**config.mk**
```make
export PLATFORM = sky130hd
export DESIGN_NAME = bcd2bin3
export DESIGN_NICKNAME = d
export VERILOG_FILES = /design/src/rtl/bcd2bin3_pkg.sv /design/src/rtl/bcd_digit_adj.sv /design/src/rtl/bcd2bin3.sv
export SDC_FILE = /design/constraint.sdc
export NUM_CORES = 1
export LEC_CHECK = 0
export BUFFER_PORTS_ARGS = -buffer_cell sky130_fd_sc_hd__buf_4
export CORE_ASPECT_RATIO = 0.5
export CORE_MARGIN = 2
export CORE_UTILIZATION = 45
export DETAILED_ROUTE_END_ITERATION = 7
export PLACE_DENSITY = 0.76
export SLEW_MARGIN = 0
export SYNTH_ARGS = -nofsm -noshare
export SYNTH_HDL_FRONTEND = slang
export SYNTH_HIERARCHICAL = 1
export SYNTH_SLANG_ARGS = --single-unit
```
**constraint.sdc**
```tcl
create_clock -name clk -period 1.36 [get_ports clk]
set_input_delay 0.204 -clock clk [delete_from_list [all_inputs] [get_ports clk]]
set_output_delay 0.204 -clock clk [all_outputs]
set_load 0.05 [all_outputs]
```
**src/rtl/bcd2bin3_pkg.sv**
```systemverilog
// Shared definitions for the BCD<->binary converters: FSM encodings, digit/result widths, iteration count.
package bcd2bin3_pkg;

  localparam int unsigned DIGIT_W  = 4;
  localparam int unsigned N_DIGITS = 3;
  localparam int unsigned BIN_W    = 10;
  localparam int unsigned ITER_N   = 10;
  localparam int unsigned CNT_W    = 4;
  localparam int unsigned SR_W     = N_DIGITS * DIGIT_W + BIN_W;

  typedef enum logic [1:0] {
    IDLE = 2'd0,
    CONV = 2'd1,
    DONE = 2'd2
  } state_t;

  // True for a nibble that is not a decimal digit.
  function automatic logic digit_bad(input logic [DIGIT_W-1:0] d);
    return d > DIGIT_W'(9);
  endfunction

endpackage

```
**src/rtl/bcd_digit_adj.sv**
```systemverilog
// Reverse double-dabble digit correction: subtract 3 when the shifted digit is 8 or more.
module bcd_digit_adj
  import bcd2bin3_pkg::*;
(
  input  logic [DIGIT_W-1:0] digit,
  output logic [DIGIT_W-1:0] digit_adj_c
);

  always_comb begin
    digit_adj_c = digit;
    if (digit >= DIGIT_W'(8)) begin
      digit_adj_c = digit - DIGIT_W'(3);
    end
  end

endmodule

```
**src/rtl/bcd2bin3.sv**
```systemverilog
// Three-digit BCD to 10-bit binary converter, one reverse double-dabble step per cycle.
// Optional invalid-digit detection is enabled with `define BCD2BIN_CHECK_EN.
module bcd2bin3
  import bcd2bin3_pkg::*;
(
  input  logic               clk,
  input  logic               rst_n,
  input  logic               in_valid,
  output logic               in_ready,
  input  logic [DIGIT_W-1:0] centaines,
  input  logic [DIGIT_W-1:0] dizaines,
  input  logic [DIGIT_W-1:0] unites,
  output logic               out_valid,
  input  logic               out_ready,
  output logic [BIN_W-1:0]   bin,
  output logic               err,
  output logic               busy
);

  state_t             state;
  state_t             state_nxt;
  logic [SR_W-1:0]    sr;
  logic [SR_W-1:0]    sr_shift_c;
  logic [SR_W-1:0]    sr_step_c;
  logic [DIGIT_W-1:0] hund_adj_c;
  logic [DIGIT_W-1:0] tens_adj_c;
  logic [DIGIT_W-1:0] unit_adj_c;
  logic [CNT_W-1:0]   cnt;
  logic               accept_c;
  logic               last_iter_c;
  logic               flag_c;

  assign accept_c    = in_valid & in_ready;
  assign last_iter_c = (cnt == CNT_W'(ITER_N - 1));

  // One step: shift the whole register right, then correct each digit field.
  assign sr_shift_c = sr >> 1;

  bcd_digit_adj u_adj_hund (
    .digit       (sr_shift_c[SR_W-1 -: DIGIT_W]),
    .digit_adj_c (hund_adj_c)
  );

  bcd_digit_adj u_adj_tens (
    .digit       (sr_shift_c[SR_W-DIGIT_W-1 -: DIGIT_W]),
    .digit_adj_c (tens_adj_c)
  );

  bcd_digit_adj u_adj_unit (
    .digit       (sr_shift_c[SR_W-2*DIGIT_W-1 -: DIGIT_W]),
    .digit_adj_c (unit_adj_c)
  );

  assign sr_step_c = {hund_adj_c, tens_adj_c, unit_adj_c, sr_shift_c[BIN_W-1:0]};

  // State register
  always_ff @(posedge clk or negedge rst_n) begin
    if (!rst_n) begin
      state <= IDLE;
    end else begin
      state <= state_nxt;
    end
  end

  // Next-state logic
  always_comb begin
    state_nxt = state;
    case (state)
      IDLE: if (accept_c) state_nxt = CONV;
      CONV: if (last_iter_c) state_nxt = DONE;
      DONE: if (out_ready) state_nxt = IDLE;
      default: state_nxt = IDLE;
    endcase
  end

  // Handshake flags track the state being entered so they line up with it.
  always_ff @(posedge clk or negedge rst_n) begin
    if (!rst_n) begin
      in_ready  <= 1'b1;
      busy      <= 1'b0;
      out_valid <= 1'b0;
    end else begin
      in_ready  <= (state_nxt == IDLE);
      busy      <= (state_nxt != IDLE);
      out_valid <= (state_nxt == DONE);
    end
  end

  // Shift register, iteration counter and result register
  always_ff @(posedge clk or negedge rst_n) begin
    if (!rst_n) begin
      sr  <= '0;
      cnt <= '0;
      bin <= '0;
    end else begin
      case (state)
        IDLE: begin
          if (accept_c) begin
            sr  <= {centaines, dizaines, unites, BIN_W'(0)};
            cnt <= '0;
          end
        end
        CONV: begin
          sr  <= sr_step_c;
          cnt <= cnt + CNT_W'(1);
          if (last_iter_c) begin
            bin <= flag_c ? BIN_W'(0) : sr_step_c[BIN_W-1:0];
          end
        end
        default: begin
        end
      endcase
    end
  end

`ifdef BCD2BIN_CHECK_EN
  logic bad_q;

  // Invalid digits are remembered at accept and reported alongside the result only.
  always_ff @(posedge clk or negedge rst_n) begin
    if (!rst_n) begin
      bad_q <= 1'b0;
      err   <= 1'b0;
    end else begin
      if (accept_c) begin
        bad_q <= digit_bad(centaines) | digit_bad(dizaines) | digit_bad(unites);
      end
      if (state == CONV && last_iter_c) begin
        err <= bad_q;
      end else if (state == DONE && out_ready) begin
        err <= 1'b0;
      end
    end
  end

  assign flag_c = bad_q;
`else
  assign err    = 1'b0;
  assign flag_c = 1'b0;
`endif

endmodule
```
-- Yosys cells after proc, flatten, opt, wreduce, memory -nomap -nowiden
Index checks and enable logic that the tools add are counted.
- bits in registers: 41
- input port bits: 16
- output and inout bits: 14
- $add $sub $neg: 4
- $lt $le $gt $ge: 3
- eq/ne operators: 5
- multiplexer cells: 11
- bitwise gates (word level): 1
- reduce and logical (&&, ||, !) cells: 6
- operators with widths (operator ; number):
    22-bit case mux with 2 select lines ; 1
    22-bit 2-to-1 mux ; 1
    4-bit 2-to-1 mux ; 4
    4-bit >= comparator, second input constant ; 2
    4-bit case mux with 2 select lines ; 1
    4-bit by 2-bit subtractor with 4-bit output, second input constant ; 2
    2-bit 2-to-1 mux ; 3
    2-bit case mux with 3 select lines ; 1
    4-bit by 1-bit adder with 4-bit output, second input constant ; 1
    2-bit == test, second input constant ; 2
    4-bit == test, second input constant ; 1
    3-bit by 4-bit >= comparator with 1-bit output, second input constant ; 1
    2-bit logical NOT ; 2
    2-bit AND reduction ; 2
    2-bit nonzero test ; 2
    3-bit by 2-bit subtractor with 4-bit output, second input constant ; 1
    2-bit by 1-bit == test with 1-bit output, second input constant ; 1
    2-bit inequality test, second input constant ; 1
    1-bit bitwise AND ; 1

-- Longest topological paths before layout
Gate-level depths: netlist of run 1.
- depth in word-level cells: 4
- mapped depth: 6
- gate-level depth less buffers: 6

-- Cells and area by module
The synthesis of run 1 kept the hierarchy.
- by module, submodules not included (module ; instances ; cells an instance ; area each (µm²) ; sequential area each (µm²)):
    bcd2bin3 ; 1 ; 167 ; 1760.4 ; 1002.2
    bcd_digit_adj ; 3 ; 11 ; 76.3 ; 0.0

-- Least setup slack after synthesis of run 1
Ideal clock, no wire load.
- kind: reg-to-reg
- from: reg cnt[1]
- to: reg bin[1]
- setup time: 0.127 ns
- arrival time: 1.330 ns
- required time: 1.233 ns
- setup slack: -0.097 ns
- stages on the path, launching flop included: 7
- clock period less this slack: 1.457 ns
- cell sequence: dfrtp_1 -> inv_1 -> ha_1 -> nand2_1 -> nor3_4 -> buf_6 -> mux2_1
- cells in the longest elaborated chain, start to end: 2
- ends and longest elaborated chain (element ; line ; text):
    start, declared ; bcd2bin3.sv:28 ; logic [CNT_W-1:0] cnt;
    start signal, assigned ; bcd2bin3.sv:105 ; cnt <= cnt + CNT_W'(1);
    4-bit == test ; bcd2bin3.sv:34 ; assign last_iter_c = (cnt == CNT_W'(ITER_N - 1));
    2-bit AND reduction (no line) ; -- ;
    end signal, assigned ; bcd2bin3.sv:107 ; bin <= flag_c ? BIN_W'(0) : sr_step_c[BIN_W-1:0];
    end, declared ; bcd2bin3.sv:15 ; output logic [BIN_W-1:0] bin,
No other way between the ends.
A chain may end at the register's enable or synchronous reset.

-- Final worst setup path of run 1
- from: reg cnt[1]
- to: reg bin[0]
The elaborated chain is that of the path after synthesis.

==> impl_results.md, run 1 <==
- Status: finished with violations
- Failing checks: negative setup slack
- DRT antenna net count: 0
- Pre-Repair DR Iteration Count: 4
- Gp weighted congestion: 0.7861
- Reg2reg setup slack: -0.08 ns
- R2R Path End: bin[0]
- Pleak: 1.191 nW
- Synth Area per Inst: 9.947 um2
- Unique masters post-synth: 29
- CTS Root Cell: clkbuf_8
- FP Rows: 17
- Max IR drop VDD: 928.7 uV
- WHS Endpoint: sr[18]
- Postcts setup bufs: 0
- Max Cap Viol: 0
- Final setup fails: 10
- Vias: 1509
- Min-Delay Path Depth: 3
- Crit path max fanout: 12
- Die X: 98.03 um
- Worst EP required: 1.53 ns
- Area growth, synth to finish: 22.45%
- Port Buffer Count: 28
- Initial antenna violation count: 0
- RSZ-0062 raised after global routing: true
- Die Ht: 51.02 um
- Max-slew violation count: 0
- Setup TNS: -0.6205 ns
- Worst hold start: centaines[0]
- Final worst-path cycle share: 105.6%
- Vias in the first global route: 1468
- Seq cells post-synth: 40
- Worst Clk Skew: 0.005215 ns
- Mapped cell area: 1989 um2
- Filler cells: 366
- ANT cells: 0
- Kind of critical path: flip-flop to flip-flop
- Max Root-Sink Buffers: 2
- Clock Sinks: 40
- Placed inst area: 2293 um2
- Min Tclk post-route: 1.437 ns
- RR Startpoint: cnt[1]
- Core ar.: 4318 um2
- Post-route DRC: 0
- Post-route cell area: 2436 um2
- Largest net degree at the start of global routing: 41
- Vias per cell: 5.081
- Clk slew on worst S/H paths: 0.08 ns
- Wirelength per Cell: 12.82 um
- Post-DP HPWL: 2.664 mm
- Share of layout cells above drive strength 1: 23.75%
- Total CTS buffers: 5
- Synth warn: 6
- Final worst slack: -0.07683 ns
- Initial Util: 46.07%
- WP data arrival: 1.61 ns
- Post-synthesis sequential area ratio: 50.38%
- Fmax: 696.0 MHz
- Grt total ovfl: 0
- Critical path launch point type: flip-flop
- Global-route wire length before repair: 6.686 mm
- TritonCTS clock tree: done
- Initial DRC Count: 55
- Crit end category: flip-flop
- HP Class: primary input to flip-flop
- DIE AREA: 5001 um2
- Final wirelength: 3.807 mm
- Layout Nets: 263
- Final Hold Vio Count: 0
- GRT Util Overall: 16.94%
- CTS H-tree depth: 2
- IO Pins: 30
- Post-Synthesis Cells: 200
- Worst-Skew Late Latency: 0.28 ns
- Pwr dens: 2593 nW/um2
- Cells on worst reg2reg path: 6
==> critical path: stages, from the launching register on <==
cell     delay (ns)
dfrtp_1        0.38
inv_1          0.06
ha_1           0.15
nand2_2        0.08
nor3_4         0.16
buf_12         0.16
mux2_2         0.33
==> cell families (layout without fill, tap and decap cells) <==
kind of cell / count (synthesis) / after routing / share of synthesized area (%)
simple gates: 91 / 91 / 22.26
other cells: 1 / 6 / 0.1885
fa+ha+maj: 8 / 8 / 5.032
xor+xnor: 6 / 6 / 2.642
compound gates: 23 / 23 / 6.541
flops: 40 / 40 / 50.38
buf+inv: 20 / 55 / 6.792
mux: 11 / 11 / 6.164
==> stage by stage <==
step / total power [mW] / cells / hold slack [ns] / setup slack [ns] / utilization (%)
3_5_place_dp: 5.346 / 288 / 0.2170 / -0.09098 / 53.12
5_1_grt: 6.811 / 297 / 0.1761 / -0.1574 / 56.42
3_3_place_gp: 5.206 / 288 / 0.2070 / -0.01251 / 53.12
4_1_cts: 6.341 / 297 / 0.1784 / -0.1019 / 56.16
6_report: 6.317 / 297 / 0.1814 / -0.07683 / 56.42
2_1_floorplan: 4.562 / 205 / -0.09159 / -0.03857 / -
==> repair_timing <==
action / 4_1_cts / 5_1_grt
hold buffers: 1 / 0
gates cloned: 0 / 0
hold endpoints to repair: 39 / 0
gates resized for setup: 3 / 1
endpoints found under the setup margin: 23 / 24
==> Yosys cell counts <==
cell type,number,area [um2]
mux2_1,8,90.09
buf_6,5,56.30
ha_1,8,100.1
dfstp_2,1,26.28
nand4_1,1,6.260
nand2_2,1,6.260
nor2b_1,4,25.02
nand2b_4,1,13.76
mux2_2,2,22.52
nor3_1,12,60.06
dfrtp_1,39,975.9
xor2_1,3,26.28
mux2i_1,1,10.01
nand2b_1,5,31.28
nand3b_1,1,7.510
and4bb_2,1,12.51
buf_4,5,37.54
inv_1,7,26.28
xnor2_1,3,26.28
nand3_1,13,65.06
nand2_1,48,180.2
nand4bb_1,1,11.26
buf_2,3,15.01
conb_1,1,3.750
a21oi_1,4,20.02
nor2_1,2,7.510
a31oi_1,12,75.07
o21ai_0,7,35.03
nor3_4,1,16.27
==> layout by cell type (no fill, tap or decap), types with 2 or more instances in the layout <==
master,Yosys,routed
nand2_1,48,47
dfrtp_1,39,39
buf_4,5,37
nand3_1,13,13
nor3_1,12,12
a31oi_1,12,12
ha_1,8,8
o21ai_0,7,7
inv_1,7,7
mux2_1,8,7
conb_1,1,6
nand2b_1,5,5
clkbuf_8,0,5
a21oi_1,4,4
xor2_1,3,3
xnor2_1,3,3
nor2b_1,4,3
nor2_1,2,2
mux2_2,2,2
buf_12,0,2
==> area by class of cell <==
class | count | area [um2] | share of cell area (%)
clock buffers | 6 | 72.57 | 2.979
clock inverters | 2 | 35.03 | 1.438
inverters | 7 | 26.28 | 1.079
multi-input cells | 145 | 900.9 | 36.98
flip-flops and latches | 40 | 1002 | 41.14
well taps | 57 | 71.32 | 2.928
repair buffers | 40 | 327.8 | 13.46
==> power by group <==
group	switching [mW]	leakage [nW]	total [mW]	internal, mW
sequential	0.478	0.490	2.23	1.76
combinational	1.87	0.646	3.13	1.26
clock	0.404	0.0552	0.949	0.545
==> sequential cells by signal, summed over array words and instances, names as in the netlist <==
register / count
sr: 21
bin: 10
cnt: 4
state: 2
busy: 1
in_ready: 1
out_valid: 1
==> how the worst max path moves through the flow <==
stage / slack [ns] / end / from
floorplan: -0.04 / bin[1] / cnt[1]
global placement: -0.01 / bin[0] / cnt[1]
detailed placement: -0.09 / bin[2] / cnt[1]
CTS: -0.10 / bin[0] / cnt[1]
global route: -0.16 / bin[8] / cnt[1]
finish: -0.08 / bin[0] / cnt[1]
==> routing by layer <==
layer / track usage (%) / share of wire [%] / vias to the layer above
met2: 27.51 / 51 / 25
met4: 7.176 / 1.1 / 0
met3: 4.104 / 3.0 / 4
li1: - / - / 738
met5: 0 / 0 / -
met1: 22.09 / 45 / 742
(Power assumes the default switching activity.)
==> run 2: changes to the inputs <==
Settings changed: MAX_ROUTING_LAYER set to met4.
==> impl_results.md, run 2 (synthesis gave the netlist of run 1 again) <==
- Status: finished with violations
- Failing checks: negative setup slack
- Final worst-path cycle share: 105.6%
- ANT cells: 0
- Postcts setup bufs: 0
- Post-Place Cells: 288
- Clock Sinks: 40
- Core ar.: 4318 um2
- Max IR drop VDD: 928.8 uV
- WP data arrival: 1.61 ns
- Pwr dens: 2593 nW/um2
- Reg2reg setup slack: -0.08 ns
- Initial Util: 46.07%
- DIE AREA: 5001 um2
- Max Cap Viol: 0
- Worst hold start: centaines[0]
- Kind of critical path: flip-flop to flip-flop
- R2R Path End: bin[0]
- Total CTS buffers: 5
- Clk slew on worst S/H paths: 0.08 ns
- IO Pins: 30
- Worst EP required: 1.53 ns
- Cells on worst reg2reg path: 6
- Area growth, synth to finish: 22.45%
- Initial antenna violation count: 0
- CP max-delay cell: dfrtp_1
- Crit end category: flip-flop
- Global-route wire length before repair: 6.665 mm
- Final setup fails: 10
- Wirelength per Cell: 12.82 um
- Final wirelength: 3.807 mm
- Share of layout cells above drive strength 1: 23.75%
- Initial DRC Count: 64
- Final worst slack: -0.07683 ns
- Cell chain of the critical path: inv_1 > ha_1 > nand2_2 > nor3_4 > buf_12 > mux2_2
- Pleak: 1.191 nW
- Port Buffer Count: 28
- Worst hold-check slack: 0.1813 ns
- Vias: 1509
- WHS Endpoint: sr[18]
- Vias per cell: 5.081
- Final Hold Vio Count: 0
- Final std cells w/o fill: 297
- Min Tclk post-route: 1.437 ns
- Die Ht: 51.02 um
- CTS Root Cell: clkbuf_8
- Pre-CTS setup slack: -0.09098 ns
- Leading cell type in the layout, fill and taps excluded: nand2_1
- Worst Clk Skew: 0.005215 ns
- RSZ-0062 raised after global routing: true
- CTS H-tree depth: 2
- FP Rows: 17
- Critical path launch point type: flip-flop
- Worst-Skew Late Latency: 0.28 ns
- Grt total ovfl: 0
- Max Root-Sink Buffers: 2
- HP Class: primary input to flip-flop
- Max-slew violation count: 0
- Commonest cells after routing, fill and taps aside: 47 x nand2_1, 39 x dfrtp_1, 37 x buf_4, 13 x nand3_1
- Top flop regs: sr x21, bin x10, cnt x4
- TritonCTS clock tree: done
- Die X: 98.03 um
- Layout Nets: 263
- Pre-Repair DR Iteration Count: 4
- Fmax: 696.0 MHz
- Slowest stage delay, CP: 0.38 ns
- Crit path max fanout: 12
- Vias in the first global route: 1467
- Filler cells: 366
- Post-route DRC: 0
- GRT Util Overall: 17.42%
- Post-DP HPWL: 2.664 mm
- Max reg flops: 21
- Largest Register: sr
- DRT antenna net count: 0
- Area taken by multi-input logic gates: 900.9 um2
- Min-Delay Path Depth: 3
- Reg area: 1002 um2
- RR Startpoint: cnt[1]
- Gp weighted congestion: 0.7970
- Largest net degree at the start of global routing: 41
==> run 2: cell counts in the layout (fill, tap and decap cells not counted) <==
Identical to the previous run, type by type.
==> run 2: cell type report <==
cell class / instances / share of cell area, %
inverters: 7 / 1.079
well taps: 57 / 2.928
flip-flops and latches: 40 / 41.14
clock buffers: 6 / 2.979
multi-input cells: 145 / 36.98
clock inverters: 2 / 1.438
repair buffers: 40 / 13.46
==> run 2: worst max-delay path by stage <==
| stage | from | endpoint | slack [ns] |
|---|---|---|---|
| after detailed placement | cnt[1] | bin[2] | -0.09 |
| after global routing | cnt[1] | bin[8] | -0.16 |
| final | cnt[1] | bin[0] | -0.08 |
| after floorplan | cnt[1] | bin[1] | -0.04 |
| after CTS | cnt[1] | bin[0] | -0.10 |
| after global placement | cnt[1] | bin[0] | -0.01 |
==> run 2: stage by stage <==
step / TNS, ns / utilization (%) / total power [mW] / area (um2)
4_1_cts: -0.8518 / 56.16 / 6.341 / 2425
3_3_place_gp: -0.04418 / 53.12 / 5.206 / 2293
5_1_grt: -1.999 / 56.42 / 6.811 / 2436
3_5_place_dp: -0.8489 / 53.12 / 5.346 / 2293
6_report: -0.6205 / 56.42 / 6.317 / 2436
2_1_floorplan: -0.3086 / - / 4.562 / 2017
==> run 2: critical path, delay by kind of cell (launching register included) <==
kind,cells,cell delay (ns)
fa+ha+maj,1,0.15
buf+inv,2,0.22
simple gates,2,0.24
mux,1,0.33
flops,1,0.38
==> run 2: repair_timing <==
item | in CTS | in global routing
setup endpoints to repair | 23 | 24
hold buffers | 1 | 0
hold endpoints to repair | 39 | 0
gates resized for setup | 3 | 1
==> run 2: report_power, final <==
part	internal (mW)	switching, mW	leakage (nW)
Clock	0.545	0.404	0.0552
Sequential	1.76	0.478	0.490
Combinational	1.26	1.87	0.646
==> run 2: metal layers <==
metal | up-vias | GRT usage, % | routed length (um)
met5 | - | - | 0
met3 | 4 | 4.104 | 115
met4 | 0 | 7.176 | 42
met1 | 742 | 22.09 | 1705
li1 | 738 | - | -
met2 | 25 | 27.51 | 1943
==> run 3: changes to the inputs <==
Settings changed: TNS_END_PERCENT set to 1.
==> impl_results.md, run 3 (synthesis gave the netlist of run 1 again) <==
- Worst-Margin Slew: 0.5025 ns
- Crit path max fanout: 12
- ANT cells: 0
- Wirelength per Cell: 13.04 um
- RR Startpoint: cnt[1]
- Die Ht: 51.02 um
- Max Root-Sink Buffers: 2
- Crit end category: flip-flop
- CTS Root Cell: clkbuf_8
- Vias per cell: 5.071
- Fmax: 706.6 MHz
- Max IR drop VDD: 1058 uV
- Status: finished with violations
- Final worst slack: -0.05529 ns
- Vias: 1506
- Total CTS buffers: 5
- Pre-Repair DR Iteration Count: 4
- Final worst-path cycle share: 104.1%
- Worst EP required: 1.54 ns
- IO Pins: 30
- DIE AREA: 5001 um2
- Initial antenna violation count: 0
- Postcts setup bufs: 0
- Post-route cell area: 2412 um2
- Layout Nets: 263
- Die X: 98.03 um
- Kind of critical path: flip-flop to flip-flop
- RSZ-0062 raised after global routing: true
- TritonCTS clock tree: done
- Post-Place Cells: 288
- Max reg flops: 21
- Max-slew violation count: 0
- Worst setup startpoint: cnt[1]
- Post-DP HPWL: 2.643 mm
- Largest Register: sr
- Pwr dens: 2580 nW/um2
- Core ar.: 4318 um2
- WP data arrival: 1.60 ns
- Largest net degree at the start of global routing: 41
- Worst-Skew Late Latency: 0.29 ns
- Area growth, synth to finish: 21.26%
- Final std cells w/o fill: 297
- Clk slew on worst S/H paths: 0.08 ns
- Share of layout cells above drive strength 1: 23.33%
- Final setup fails: 10
- Placed inst area: 2293 um2
- Leading cell type in the layout, fill and taps excluded: nand2_1
- Final Hold Vio Count: 0
- GRT Util Overall: 17.69%
- Worst Clk Skew: 0.004854 ns
- Final wirelength: 3.874 mm
- Grt total ovfl: 0
- Min Tclk post-route: 1.415 ns
- Clock Sinks: 40
- Max Cap Viol: 0
- Vias in the first global route: 1574
- Worst rel slew slack: 66.50%
- Commonest cells after routing, fill and taps aside: 47 x nand2_1, 39 x dfrtp_1, 36 x buf_4, 13 x nand3_1
- Pleak: 1.178 nW
- Worst hold start: unites[2]
- Critical path launch point type: flip-flop
- HP Class: primary input to flip-flop
- Initial Util: 46.07%
- FP Rows: 17
- Initial DRC Count: 55
- Post-route DRC: 0
- Global-route wire length before repair: 6.734 mm
- Port Buffer Count: 28
- Failing checks: negative setup slack
- DRT antenna net count: 0
- Gp weighted congestion: 0.8088
- Top flop regs: sr x21, bin x10, cnt x4
- CTS H-tree depth: 2
## run 3: layout make-up
| cell class | instances | area, um2 |
|---|---|---|
| flip-flops and latches | 40 | 1002 |
| inverters | 7 | 26.28 |
| repair buffers | 40 | 335.3 |
| fillers | 371 | 1906 |
| well taps | 57 | 71.32 |
| multi-input cells | 145 | 879.6 |
| clock inverters | 2 | 15.01 |
| clock buffers | 6 | 82.58 |
## run 3: critical path: stages, from the launching register on
cell and delay [ns]:
dfrtp_1 0.38, inv_1 0.06, ha_1 0.15, nand2_2 0.07, nor3_4 0.15, buf_12 0.16
mux2_2 0.34
## run 3: worst paths after layout
kind | endpoint | slack, ns | cells past startpoint
setup / recovery | bin[9] | -0.06 | 6
hold / removal | sr[12] | 0.17 | 3
setup reg to reg | bin[9] | -0.06 | 6
hold reg to reg | bin[3] | 0.49 | 1
max in group asynchronous | in_ready | 0.58 | 2
min in group asynchronous | sr[6] | 0.42 | 2
## run 3: repair_timing
action,4_1_cts,5_1_grt
endpoints found under the hold margin,39,0
gates cloned,0,0
setup endpoints to repair,11,20
hold buffers,1,0
gates resized for setup,1,2
## run 3: stage by stage
| step | hold slack, ns | total power, mW | setup TNS, ns | setup WS, ns | util, % |
|---|---|---|---|---|---|
| floorplan | -0.09159 | 4.543 | -0.5921 | -0.03857 | - |
| global placement | 0.2037 | 5.233 | -0.06672 | -0.01577 | 53.12 |
| detailed placement | 0.2117 | 5.377 | -0.4801 | -0.06144 | 53.12 |
| CTS | 0.1611 | 6.254 | -0.6391 | -0.07612 | 55.69 |
| global route | 0.1784 | 6.725 | -1.357 | -0.1431 | 55.87 |
| finish | 0.1702 | 6.223 | -0.4127 | -0.05529 | 55.87 |
## run 3: report_power, final
| group | internal [mW] | switching (mW) |
|---|---|---|
| logic | 1.27 | 1.89 |
| clock network | 0.410 | 0.425 |
| registers | 1.76 | 0.471 |
## run 3: routing by layer
layer	track usage [%]	up-vias	wire, um
li1	-	735	-
met1	19.96	753	1779
met2	31.62	11	1983
met3	4.651	7	80
met4	5.556	0	30
met5	-	-	0
